### config.mk
export PLATFORM = sky130hd
export DESIGN_NAME = axilite_cfg_sequencer
export DESIGN_NICKNAME = d
export VERILOG_FILES = /design/src/rtl/axilite_pkg.sv /design/src/rtl/axilite_cfg_sequencer.sv
export SDC_FILE = /design/constraint.sdc
export NUM_CORES = 1
export LEC_CHECK = 0
export ABC_AREA = 1
export BUFFER_PORTS_ARGS = -buffer_cell sky130_fd_sc_hd__buf_2
export CAP_MARGIN = 10
export CORE_UTILIZATION = 40
export DETAILED_ROUTE_END_ITERATION = 16
export PLACE_DENSITY = 0.76
export SYNTH_ARGS = -nofsm -noshare
export SYNTH_HDL_FRONTEND = slang
export SYNTH_SLANG_ARGS = --single-unit
### constraint.sdc
create_clock -name aclk -period 2.6 [get_ports aclk]
set_input_delay 0.52 -clock aclk [delete_from_list [all_inputs] [get_ports aclk]]
set_output_delay 0.52 -clock aclk [all_outputs]
set_load 0.02 [all_outputs]
### src/rtl/axilite_pkg.sv
// Shared AXI4-Lite response codes and the configuration sequencer state type.
package axilite_pkg;

   localparam logic [1:0] RESP_OKAY   = 2'd0;
   localparam logic [1:0] RESP_EXOKAY = 2'd1;
   localparam logic [1:0] RESP_SLVERR = 2'd2;
   localparam logic [1:0] RESP_DECERR = 2'd3;

   typedef enum logic [2:0] {
      ST_IDLE,
      ST_LOAD,
      ST_ISSUE,
      ST_RESP,
      ST_DONE
   } state_t;

endpackage

### src/rtl/axilite_cfg_sequencer.sv
// Table-driven AXI4-Lite write master: walks (address, data) entries and
// writes each one, stopping at the last entry, on an error response or on
// a response timeout.
module axilite_cfg_sequencer
   import axilite_pkg::*;
#(
   parameter int unsigned ADDR_WIDTH     = 32,
   parameter int unsigned DATA_WIDTH     = 32,
   parameter int unsigned IDX_WIDTH      = 6,
   parameter int unsigned TIMEOUT_CYCLES = 1024
) (
   input  logic                    aclk,
   input  logic                    areset,
   input  logic                    start,
   output logic                    busy,
   output logic                    done,
   output logic                    err,
   output logic                    err_timeout,
   output logic [1:0]              err_resp,
   output logic [IDX_WIDTH-1:0]    err_index,
   output logic [IDX_WIDTH-1:0]    tbl_index,
   input  logic [ADDR_WIDTH-1:0]   tbl_addr,
   input  logic [DATA_WIDTH-1:0]   tbl_data,
   input  logic                    tbl_last,
   output logic [ADDR_WIDTH-1:0]   awaddr,
   output logic [2:0]              awprot,
   output logic                    awvalid,
   input  logic                    awready,
   output logic [DATA_WIDTH-1:0]   wdata,
   output logic [DATA_WIDTH/8-1:0] wstrb,
   output logic                    wvalid,
   input  logic                    wready,
   input  logic [1:0]              bresp,
   input  logic                    bvalid,
   output logic                    bready
);

   localparam int unsigned STRB_WIDTH = DATA_WIDTH / 8;
   localparam int unsigned TMR_WIDTH  = $clog2(TIMEOUT_CYCLES);
   localparam logic [TMR_WIDTH-1:0] TMR_LAST = TMR_WIDTH'(TIMEOUT_CYCLES - 1);
   localparam logic [IDX_WIDTH-1:0] IDX_MAX  = '1;

   state_t                  state, state_d;
   logic [IDX_WIDTH-1:0]    idx_d;
   logic [ADDR_WIDTH-1:0]   addr_d;
   logic [DATA_WIDTH-1:0]   data_d;
   logic                    last_q, last_d;
   logic [TMR_WIDTH-1:0]    tmr, tmr_d;
   logic                    awvalid_d, wvalid_d, bready_d;
   logic                    busy_d, done_d, err_d, err_timeout_d;
   logic [1:0]              err_resp_d;
   logic [IDX_WIDTH-1:0]    err_index_d;
   logic                    timeout_hit;

   assign awprot = 3'b000;
   assign wstrb  = {STRB_WIDTH{1'b1}};

   // Next-state and next-output logic for the sequencer.
   always_comb begin
      state_d       = state;
      idx_d         = tbl_index;
      addr_d        = awaddr;
      data_d        = wdata;
      last_d        = last_q;
      tmr_d         = tmr;
      awvalid_d     = awvalid;
      wvalid_d      = wvalid;
      bready_d      = bready;
      busy_d        = busy;
      done_d        = done;
      err_d         = err;
      err_timeout_d = err_timeout;
      err_resp_d    = err_resp;
      err_index_d   = err_index;
      timeout_hit   = 1'b0;

      unique case (state)
         ST_IDLE, ST_DONE: begin
            if (start) begin
               state_d       = ST_LOAD;
               idx_d         = '0;
               err_d         = 1'b0;
               err_timeout_d = 1'b0;
               err_resp_d    = RESP_OKAY;
               err_index_d   = '0;
               done_d        = 1'b0;
               busy_d        = 1'b1;
            end
         end
         ST_LOAD: begin
            addr_d    = tbl_addr;
            data_d    = tbl_data;
            last_d    = tbl_last;
            tmr_d     = '0;
            awvalid_d = 1'b1;
            wvalid_d  = 1'b1;
            state_d   = ST_ISSUE;
         end
         ST_ISSUE: begin
            tmr_d = tmr + TMR_WIDTH'(1);
            if (awvalid && awready) awvalid_d = 1'b0;
            if (wvalid && wready)   wvalid_d  = 1'b0;
            if (tmr == TMR_LAST) begin
               timeout_hit = 1'b1;
            end else if (!awvalid_d && !wvalid_d) begin
               state_d  = ST_RESP;
               bready_d = 1'b1;
            end
         end
         ST_RESP: begin
            tmr_d = tmr + TMR_WIDTH'(1);
            if (bvalid) begin
               bready_d = 1'b0;
               if (bresp != RESP_OKAY) begin
                  err_d       = 1'b1;
                  err_resp_d  = bresp;
                  err_index_d = tbl_index;
                  done_d      = 1'b1;
                  busy_d      = 1'b0;
                  state_d     = ST_DONE;
               end else if (last_q || (tbl_index == IDX_MAX)) begin
                  done_d  = 1'b1;
                  busy_d  = 1'b0;
                  state_d = ST_DONE;
               end else begin
                  idx_d   = tbl_index + IDX_WIDTH'(1);
                  state_d = ST_LOAD;
               end
            end else if (tmr == TMR_LAST) begin
               timeout_hit = 1'b1;
            end
         end
         default: state_d = ST_IDLE;
      endcase

      // Response timeout abandons the current write and ends the sequence.
      if (timeout_hit) begin
         state_d       = ST_DONE;
         awvalid_d     = 1'b0;
         wvalid_d      = 1'b0;
         bready_d      = 1'b0;
         busy_d        = 1'b0;
         done_d        = 1'b1;
         err_d         = 1'b1;
         err_timeout_d = 1'b1;
         err_index_d   = tbl_index;
      end
   end

   // State and registered-output update with synchronous reset.
   always_ff @(posedge aclk) begin
      if (areset) begin
         state       <= ST_IDLE;
         tbl_index   <= '0;
         awaddr      <= '0;
         wdata       <= '0;
         last_q      <= 1'b0;
         tmr         <= '0;
         awvalid     <= 1'b0;
         wvalid      <= 1'b0;
         bready      <= 1'b0;
         busy        <= 1'b0;
         done        <= 1'b0;
         err         <= 1'b0;
         err_timeout <= 1'b0;
         err_resp    <= 2'b00;
         err_index   <= '0;
      end else begin
         state       <= state_d;
         tbl_index   <= idx_d;
         awaddr      <= addr_d;
         wdata       <= data_d;
         last_q      <= last_d;
         tmr         <= tmr_d;
         awvalid     <= awvalid_d;
         wvalid      <= wvalid_d;
         bready      <= bready_d;
         busy        <= busy_d;
         done        <= done_d;
         err         <= err_d;
         err_timeout <= err_timeout_d;
         err_resp    <= err_resp_d;
         err_index   <= err_index_d;
      end
   end

endmodule

==> summary.md <==
| Metric | Value |
|---|---|
| Vias in the first global route | 3863 |
| Mapped Area | 4030 um2 |
| NumNets Final | 764 |
| Worst Setup Start Kind | flop |
| Mapped Cells | 545 |
| First-pass GRT wire length | 17000 um |
| R2R Setup Slk | 0.62 ns |
| Clk buf depth | 2 |
| ANT cells | 0 |
| Number of fill cells | 956 |
| Sequential Power Share | 42.7% |
| Clock power frac | 19.5% |
| Cts repair resizes | 0 |
| Synth area leader | dfxtp_1 |
| Multi-input logic area | 1790 um2 |
| Sequential area share after synthesis | 49.2% |
| Final wirelength | 10300 um |
| Final Skew | 0.00756 ns |
| Initial drt markers | 201 |
| Most frequent cells after synthesis | 150 x nor2_1, 99 x dfxtp_1, 70 x nand2_1 |
| # IOs | 165 |
| Final setup vio count | 0 |
| Die X | 102 um |
| Cells taking the most area after synthesis | dfxtp_1 49%, nor2_1 14%, o21ai_0 8.1% |
| Routed wire length per instance | 12.5 um |
| Vias per inst | 4.90 |
| P&R area growth vs syn | 25.7% |
| VDD IR max | 0.000564 V |
| Final Hold Viols | 0 |
| Max Cap Viol | 0 |
| DR pass1 iterations | 4 |
| Clock-pin slew on the worst setup and hold paths | 0.09 ns |
| Crit path time final | 1.98 ns |
| Vias | 4051 |
| Initial Utilization | 41.2% |
| Max_slew headroom | 23.1% |
| Final Max Tran Viols | 0 |
| FF+latch count, synth | 99 |
| Sw Share | 41.0% |
| Overflow after GRT | 0 |
| Async set-reset flop share out of synthesis | 0% |
| Leakage power | 0.00251 uW |
| DR DRC count | 0 |
| Largest net degree at the start of global routing | 71 |
| Min-delay worst type | primary input to flop |
| Core Box Area | 9770 um2 |
| Setup TNS | 0 ns |
| Chip height | 102 um |
| WP data required | 2.90 ns |
| CTS tree | built |
| Clock root cell | clkbuf_8 |
| P_int | 2890 uW |
| Layout cells sized above 1 | 28.4% |
| Outcome | complete, no violations |
| Synth top area share | 49.2% |
| Hold Buf Count CTS | 0 |
| Distinct cell type count after synthesis | 36 |
| Hpwl dp | 7300 um |
| Worst Path Max Fanout | 70 |
| Antenna Nets Post-Route | 0 |
| Data arrival time of the critical path | 2.28 ns |
| Setup Fix Bufs, Post-CTS | 0 |
| RSZ-0062 raised after global routing | false |
| H-tree depth | 3 |
| CP Class | flop to flop |
| Total track usage | 20.5% |
| Final period utilization | 76.1% |
| Total Die Area | 10500 um2 |
| Port bufs | 157 |
| Site Rows | 36 |
| Dominant synthesized flop cell | dfxtp_1 |
| Slew @ Worst Pin | 1.15 ns |
| CP endpoint kind | flop |
| Initial antenna violation count | 0 |
| Clk_lat worst skew | 0.35 ns |
| Avg Cell Area, Syn | 7.39 um2 |
| Finished Layout Cells | 827 |
| Sequential cell area | 1980 um2 |
| Most frequent cell after synthesis | nor2_1 |
| TritonCTS Sinks | 99 |
| Synth warn | 0 |
| EDFF count, synth | 0 |
| Psw | 2010 uW |
| Power Density | 968 nW/um2 |
| DP Cell Count | 811 |
| F_max | 505 MHz |
| Total CTS buffers | 9 |
| Gpl congestion | 0.866 |
| Comb pwr share | 37.8% |
## placed cells by master, fill, tap and decap left out, types with 2 or more instances in the layout
cell type and n:
nand4_1 2, nand2_2 4, nand3_1 16, inv_2 3, clkinv_2 3, clkbuf_8 9, or2_2 4, a21oi_1 30
clkbuf_1 2, a211oi_1 2, buf_2 157, conb_1 7, nor2_1 150, o21ai_1 9, o21ai_0 65, a21boi_0 4
nand2_1 70, a31oi_1 3, a221oi_1 2, inv_1 28, ha_1 2, buf_4 4, dfxtp_1 99, nor2_4 4
## critical path: stages (launching register included)
cell and delay (ns):
dfxtp_1 0.58, nor3_4 0.09, inv_2 0.84, nand2_1 0.11
a21oi_1 0.19, o21a_1 0.13
## stage by stage
step	power [uW]	cell area [um2]	utilization (%)	hold slack, ns	setup slack, ns
after CTS	4940	5060	51.8	0.362	0.598
final	4900	5060	51.8	0.384	0.621
after detailed placement	3970	4870	49.9	0.451	0.618
after floorplan	3360	4040	-	0.453	0.969
after global placement	3910	4870	49.9	0.445	0.658
after global routing	5230	5060	51.8	0.362	0.395
## worst paths after layout
kind / start / end / cells after the start
worst max-delay path: state[2] / tmr[8] / 5
worst max register to register: state[2] / tmr[8] / 5
worst min register to register: done / done / 2
worst min-delay path: tbl_data[13] / wdata[13] / 3
## power by group through the flow
stage | Sequential (uW) | Clock, uW | Combinational, uW
floorplan | 2510 | 0 | 847
CTS | 2090 | 987 | 1860
global route | 2140 | 1050 | 2040
finish | 2090 | 957 | 1850
detailed placement | 2110 | 0 | 1860
global placement | 2100 | 0 | 1810
## kinds of logic (layout without fill, tap and decap cells)
kind of cell,count (synthesis),count (layout),share of synthesized area (%)
and+or+nand+nor,257,257,27.0
AOI/OAI and AO/OA,119,119,15.7
DFF,99,99,49.2
buffers and inverters,64,208,6.81
adders and majority gates,2,2,0.622
other,2,7,0.187
xor gates and xnor gates,2,2,0.435
## routing by layer
layer  part of all wire [%]  track usage [%]  up-vias
met1                     41             22.0     1857
met4                    1.9             9.34        0
met2                     50             37.0      149
met5                      0                0        -
li1                       -                -     2027
met3                    7.5             6.16       18
## state kept, by name (all words and copies together) (netlist names), 2 cells and up
name / flops
err_index: 6
err_resp: 2
awaddr: 32
tbl_index: 6
state: 3
tmr: 10
wdata: 32
## layout make-up
type                            instances  area share (%)
Tap cell                              133            3.29
Multi-Input combinational cell        387            35.5
Timing Repair Buffer                  161            16.1
Clock inverter                          5            1.06
Sequential cell                        99            39.2
Inverter                               31            2.30
Clock buffer                           11            2.60
No activity file was read; power rests on OpenSTA's default activity.
